$ cat src/rtl/instr_stream_encoder.sv
// Packs field bundles into instruction words and streams them to instruction memory.
// Define ENCODER_CLASS_CHECK_EN to drop bundles whose IsScalar disagrees with Register[2].
module instr_stream_encoder #(
    parameter int N      = 16,
    parameter int ADDR_W = 8,
    parameter int DEPTH  = 4
) (
    input  logic              clk,
    input  logic              rst_n,
    input  logic              Start,
    input  logic [ADDR_W-1:0] BaseAddr,
    input  logic              FieldValid,
    output logic              FieldReady,
    input  logic [3:0]        Opcode,
    input  logic [3:0]        Register,
    input  logic [7:0]        Immediate,
    input  logic              IsScalar,
    input  logic              Last,
    output logic              MemWriteEn,
    output logic [ADDR_W-1:0] MemAddr,
    output logic [N-1:0]      MemData,
    input  logic              MemReady,
    output logic              Busy,
    output logic              Done,
    output logic              Error,
    output logic [ADDR_W-1:0] WordCount
);

    localparam int AW = $clog2(DEPTH);
    localparam logic [AW:0] FULL_CNT = (AW+1)'(DEPTH);

    typedef enum logic [1:0] {
        IDLE,
        LOAD,
        DRAIN,
        DONE
    } state_t;

    state_t state_q, state_d;

    logic [N-1:0]      fifo_q [DEPTH];
    logic [AW-1:0]     wr_ptr_q, rd_ptr_q;
    logic [AW:0]       count_q;
    logic [ADDR_W-1:0] addr_ptr_q;

    logic          fifo_empty, fifo_full;
    logic          handshake, class_ok, push;
    logic          slot_free, write_acc, pop;
    logic          bypass, push_fifo, pop_fifo;
    logic          start_ok;
    logic [N-1:0]  in_word;

    assign fifo_empty = (count_q == '0);
    assign fifo_full  = (count_q == FULL_CNT);

    assign FieldReady = (state_q == LOAD) && !fifo_full;
    assign Busy       = (state_q != IDLE);
    assign Done       = (state_q == DONE);

    assign handshake = FieldValid && FieldReady;
    assign push      = handshake && class_ok;
    assign in_word   = N'({Opcode, Register, Immediate});
    assign start_ok  = Start && (state_q == IDLE);

    // An empty FIFO lets the incoming word go straight to the write port.
    assign slot_free = !MemWriteEn || MemReady;
    assign write_acc = MemWriteEn && MemReady;
    assign pop       = slot_free && (!fifo_empty || push);
    assign bypass    = pop && fifo_empty;
    assign push_fifo = push && !bypass;
    assign pop_fifo  = pop && !fifo_empty;

`ifdef ENCODER_CLASS_CHECK_EN
    assign class_ok = (IsScalar == Register[2]);

    always_ff @(posedge clk) begin
        if (!rst_n) begin
            Error <= 1'b0;
        end else if (start_ok) begin
            Error <= 1'b0;
        end else if (handshake && !class_ok) begin
            Error <= 1'b1;
        end
    end
`else
    logic unused_class;
    assign unused_class = IsScalar;
    assign class_ok     = 1'b1;
    assign Error        = 1'b0;
`endif

    always_ff @(posedge clk) begin
        if (!rst_n) begin
            state_q <= IDLE;
        end else begin
            state_q <= state_d;
        end
    end

    always_comb begin
        state_d = state_q;
        unique case (state_q)
            IDLE:    if (Start) state_d = LOAD;
            LOAD:    if (handshake && Last) state_d = DRAIN;
            DRAIN:   if (fifo_empty && slot_free) state_d = DONE;
            DONE:    state_d = IDLE;
            default: state_d = IDLE;
        endcase
    end

    always_ff @(posedge clk) begin
        if (push_fifo) begin
            fifo_q[wr_ptr_q] <= in_word;
        end
    end

    always_ff @(posedge clk) begin
        if (!rst_n) begin
            wr_ptr_q   <= '0;
            rd_ptr_q   <= '0;
            count_q    <= '0;
            addr_ptr_q <= '0;
            MemWriteEn <= 1'b0;
            MemAddr    <= '0;
            MemData    <= '0;
            WordCount  <= '0;
        end else begin
            if (push_fifo) begin
                wr_ptr_q <= wr_ptr_q + AW'(1);
            end
            if (pop_fifo) begin
                rd_ptr_q <= rd_ptr_q + AW'(1);
            end
            if (push_fifo && !pop_fifo) begin
                count_q <= count_q + (AW+1)'(1);
            end else if (!push_fifo && pop_fifo) begin
                count_q <= count_q - (AW+1)'(1);
            end

            if (start_ok) begin
                WordCount  <= '0;
                addr_ptr_q <= BaseAddr;
            end else if (write_acc) begin
                WordCount <= WordCount + ADDR_W'(1);
            end

            // Each popped word takes the next address, so MemAddr tracks Base+WordCount.
            if (pop) begin
                MemWriteEn <= 1'b1;
                MemData    <= fifo_empty ? in_word : fifo_q[rd_ptr_q];
                MemAddr    <= addr_ptr_q;
                addr_ptr_q <= addr_ptr_q + ADDR_W'(1);
            end else if (write_acc) begin
                MemWriteEn <= 1'b0;
            end
        end
    end

endmodule

$ cat config.mk
export PLATFORM = sky130hd
export DESIGN_NAME = instr_stream_encoder
export DESIGN_NICKNAME = d
export VERILOG_FILES = /design/src/rtl/instr_stream_encoder.sv
export SDC_FILE = /design/constraint.sdc
export NUM_CORES = 1
export LEC_CHECK = 0
export BUFFER_PORTS_ARGS = -buffer_cell sky130_fd_sc_hd__buf_2
export CAP_MARGIN = 0
export CORE_ASPECT_RATIO = 1.2
export CORE_MARGIN = 4
export CORE_UTILIZATION = 60
export CTS_BUF_LIST = sky130_fd_sc_hd__clkbuf_4
export CTS_CLUSTER_SIZE = 28
export DETAILED_ROUTE_END_ITERATION = 7
export PLACE_DENSITY_LB_ADDON = 0.2
export RECOVER_POWER = 50
export SLEW_MARGIN = 0
export SYNTH_ARGS = -nofsm -noshare
export SYNTH_HDL_FRONTEND = slang
export SYNTH_SLANG_ARGS = --single-unit
$ cat constraint.sdc
create_clock -name clk -period 5 [get_ports clk]
set_input_delay 0.75 -clock clk [delete_from_list [all_inputs] [get_ports clk]]
set_output_delay 0.75 -clock clk [all_outputs]
set_load 0.05 [all_outputs]
==> qor.txt <==
============================================================================
TritonCTS sink count                                                     116
Logic depth of the worst register-to-register path                        10
Max-slew violation count                                                   0
Switching part of the total                                            0.429
Number of buffers added by the clock tree synthesis step                  17
Critical path capture point type                                   flip-flop
Slowest cell on crit path                                       sky130_fd_sc_hd__a211oi_1
Final HPWL DP                                                        6.37 mm
Maximum clock insertion buffer count                                       2
Sequential-to-total area share from yosys stat                         0.616
Worst relative slew slack                                              0.462
Post-Synthesis Mean Instance Area                                 12.5 sq um
Die height                                                            106 um
Cell Area, Synth                                                0.00481 sq mm
Post-CTS sizing                                                            0
First-pass detailed-route iteration total                                  4
Final cell count without fillers                                         556
Clock transition at the registers of the reported paths              0.09 ns
Total gr overflow                                                          0
Area inside the core boundary                                   0.00775 sq mm
Worst EP arrival                                                     3.36 ns
Unrepaired setup endpoints after global routing                        false
Achievable frequency                                               0.339 GHz
Sequential power share                                                 0.408
Total non-filler cell area in the finished layout               0.00536 sq mm
CTS root buf                                                    sky130_fd_sc_hd__clkbuf_4
Gpl congestion                                                         0.861
Ports placed on the boundary                                              68
Post-layout minimum cycle time                                       2.95 ns
Starting Density                                                       0.621
Data required time at the worst endpoint                             5.41 ns
Crit path cell chain                                            inv_1, ha_1, nand2_1, a211oi_1, ha_1, inv_1, fa_1, xor2_1, or3_1, a21oi_1
Fraction of final layout cells sized beyond drive strength 1           0.175
Standby leakage power                                                1.87 nW
Number of core rows                                                       35
Power per unit of standard cell area                             590 mW/mm^2
Worst supply voltage drop on vdd                                    0.273 mV
Cell count after synthesis                                               384
Overall routing resource usage                                         0.223
Number of warnings reported in the yosys synthesis log                     0
Period Utilization, post-route                                         0.590
Classification of the worst-slack hold path                     flip-flop to flip-flop
Syn Nets                                                                 428
Final-stage net count                                                    495
Number of maximum-capacitance violations                                   0
Number of nets with antenna violations after detailed routing              0
CTS tree                                                                 yes
Post-Route Utilization                                                 0.692
Die Outline Area                                                0.00953 sq mm
Setup TNS after final layout                                            0 ns
Placed instance area                                            0.00518 sq mm
Total buffers and inverters traversed by the critical path                 2
Crit Path Category                                              flip-flop to flip-flop
Latest clock arrival within the worst-skew pair                      0.49 ns
Worst hold path stage count                                                2
Switching power                                                      1.36 mW
Port bufs                                                                 65
Internal                                                             1.81 mW
DRC marker count from the first detailed-route iteration                 220
Setup Viol. Count Final                                                    0
Most used DFF post-synth                                        sky130_fd_sc_hd__edfxtp_1
Count of unique library cells instantiated by Yosys                       51
Count of fill cells added during filler insertion                        587
Area growth syn-to-layout                                              11.4%
Final clock skew                                                   0.0166 ns
Count of placed standard cells including taps                            524
Total number of H-tree levels                                              4
Via count of the first global-routing pass                              3310
Portion of total power attributed to combinational logic               0.403
Startpoint types                                                   flip-flop
Number of antenna cells inserted                                           0
Total stage count of the critical path                                    10
DRC viols                                                                  0
CTS Hold Bufs                                                              0
Clk pwr share                                                          0.189
Wire per inst                                                        17.7 um
Number of synthesized register bits                                      116
Pin count of the biggest net entering global routing                      35
Max FO, Critical Path                                                      8
Total detailed-routing wirelength                                    9.86 mm
Maximum cell stage delay along the critical path                     0.64 ns
Die span in x                                                        89.8 um
Cell family contributing the most delay on the critical path     adder cells
Worst-Margin Slew                                                   0.807 ns
Fin. Hold Viols                                                            0
Detailed-route via count                                                3263
Post-CTS setup buffers                                                     0
Post-synth EDFFs                                                          64
Ys async rst share                                                         0
Initial antenna violation count                                            0
Mean number of vias per cell                                            5.87
Global-route wire length before repair                               16.5 mm
Run status                                                      complete, no violations
============================================================================
-- power groups by stage --
| stage | sequential, mW | combinational [mW] | clock (mW) |
|---|---|---|---|
| 2_1_floorplan | 1.56 | 0.755 | 0 |
| 3_3_place_gp | 1.30 | 1.29 | 0 |
| 3_5_place_dp | 1.31 | 1.31 | 0 |
| 4_1_cts | 1.29 | 1.31 | 0.618 |
| 5_1_grt | 1.32 | 1.39 | 0.665 |
| 6_report | 1.29 | 1.27 | 0.598 |
-- Yosys cell counts, types with 3 or more instances --
library cell	n	area [sq um]
sky130_fd_sc_hd__a21oi_1	44	220
sky130_fd_sc_hd__and2_1	4	25.0
sky130_fd_sc_hd__and2_2	4	30.0
sky130_fd_sc_hd__buf_2	4	20.0
sky130_fd_sc_hd__clkbuf_1	12	45.0
sky130_fd_sc_hd__dfxtp_1	52	1040
sky130_fd_sc_hd__edfxtp_1	64	1920
sky130_fd_sc_hd__ha_1	12	150
sky130_fd_sc_hd__inv_1	7	26.3
sky130_fd_sc_hd__mux2i_1	3	30.0
sky130_fd_sc_hd__mux4_2	16	360
sky130_fd_sc_hd__nand2_1	49	184
sky130_fd_sc_hd__nand2b_1	4	25.0
sky130_fd_sc_hd__nand3_1	8	40.0
sky130_fd_sc_hd__nand4_1	5	31.3
sky130_fd_sc_hd__nor2_1	19	71.3
sky130_fd_sc_hd__nor4_1	4	25.0
sky130_fd_sc_hd__o21ai_0	19	95.1
sky130_fd_sc_hd__o21ai_1	3	15.0
sky130_fd_sc_hd__xor2_1	10	87.6
-- layout make-up --
cell class              count  area [sq um]  share of cell area
flip-flops and latches    116          2960               0.553
inverters                   7          26.3             0.00490
clock buffers              22           165              0.0308
repair buffers             68           290              0.0541
multi-input cells         241          1720               0.320
clock inverters            10          86.3              0.0161
well taps                  92           115              0.0215
-- through the flow --
stage	hold WS (ns)	power, mW	setup WS [ns]
global placement	0.439	2.59	2.00
CTS	0.427	3.22	2.22
floorplan	0.458	2.32	2.26
finish	0.460	3.17	2.05
detailed placement	0.443	2.62	1.94
global route	0.487	3.37	1.80
-- state kept, by name, summed over array words and instances (netlist names), named ones only --
signal and count:
MemAddr 8, MemData 16, MemWriteEn 1, WordCount 8, addr_ptr_q 8, count_q 3, fifo_q 64, rd_ptr_q 2
state_q 2, wr_ptr_q 2
-- worst min-delay path, stage by stage, from the launching register on --
cell	delay, ns
sky130_fd_sc_hd__dfxtp_1	0.32
sky130_fd_sc_hd__nand2_1	0.05
sky130_fd_sc_hd__a21oi_1	0.05
-- layer usage --
metal  track usage  part of all wire  wire length [um]  vias to the layer above
li1              -                 -                 -                     1552
met1         0.274              0.40              3990                     1585
met2         0.374              0.51              5030                      106
met3        0.0580             0.065               646                       20
met4        0.0997             0.019               189                        0
met5             0                 0                 0                        -
-- cell families (layout without fill, tap and decap cells) --
logic type	Yosys count	after routing	synth area share
AO/OA/AOI/OAI	89	89	0.115
XOR/XNOR	12	12	0.0218
adder cells (fa/ha/maj)	13	13	0.0354
buffers and inverters	27	107	0.0268
flip-flops	116	116	0.616
multiplexers	19	19	0.0811
other	1	1	0.000779
AND/OR/NAND/NOR	107	107	0.104
-- cell usage in the layout (no fill, tap or decap), types with 2 or more instances in the layout --
| cell | count |
|---|---|
| sky130_fd_sc_hd__clkinv_1 | 2 |
| sky130_fd_sc_hd__edfxtp_1 | 64 |
| sky130_fd_sc_hd__buf_2 | 19 |
| sky130_fd_sc_hd__xor2_1 | 10 |
| sky130_fd_sc_hd__nand2_1 | 49 |
| sky130_fd_sc_hd__clkbuf_1 | 46 |
| sky130_fd_sc_hd__mux4_2 | 16 |
| sky130_fd_sc_hd__or3_1 | 2 |
| sky130_fd_sc_hd__mux2i_1 | 3 |
| sky130_fd_sc_hd__a22oi_1 | 2 |
| sky130_fd_sc_hd__nor2_1 | 18 |
| sky130_fd_sc_hd__o211ai_1 | 2 |
| sky130_fd_sc_hd__ha_1 | 12 |
| sky130_fd_sc_hd__xnor2_1 | 2 |
| sky130_fd_sc_hd__nand3_1 | 8 |
| sky130_fd_sc_hd__and3_1 | 2 |
| sky130_fd_sc_hd__and2_2 | 4 |
| sky130_fd_sc_hd__nand2b_1 | 4 |
| sky130_fd_sc_hd__nor4_1 | 4 |
| sky130_fd_sc_hd__a31oi_1 | 2 |
| sky130_fd_sc_hd__dfxtp_1 | 52 |
| sky130_fd_sc_hd__buf_4 | 3 |
| sky130_fd_sc_hd__clkinv_2 | 2 |
| sky130_fd_sc_hd__a32oi_1 | 2 |
| sky130_fd_sc_hd__and2_1 | 4 |
| sky130_fd_sc_hd__clkinvlp_4 | 4 |
| sky130_fd_sc_hd__a211oi_1 | 2 |
| sky130_fd_sc_hd__clkbuf_4 | 22 |
| sky130_fd_sc_hd__a21oi_1 | 45 |
| sky130_fd_sc_hd__inv_1 | 7 |
| sky130_fd_sc_hd__o21ai_0 | 21 |
| sky130_fd_sc_hd__nand4_1 | 5 |
-- worst paths after layout --
| kind | from | slack [ns] | endpoint |
|---|---|---|---|
| setup / recovery | state_q[1] | 2.05 | count_q[2] |
| hold / removal | MemAddr[6] | 0.46 | MemAddr[6] |
| hold reg to reg | MemAddr[6] | 0.46 | MemAddr[6] |
| setup reg to reg | state_q[1] | 2.05 | count_q[2] |
No activity file was read; power rests on OpenSTA's default activity.
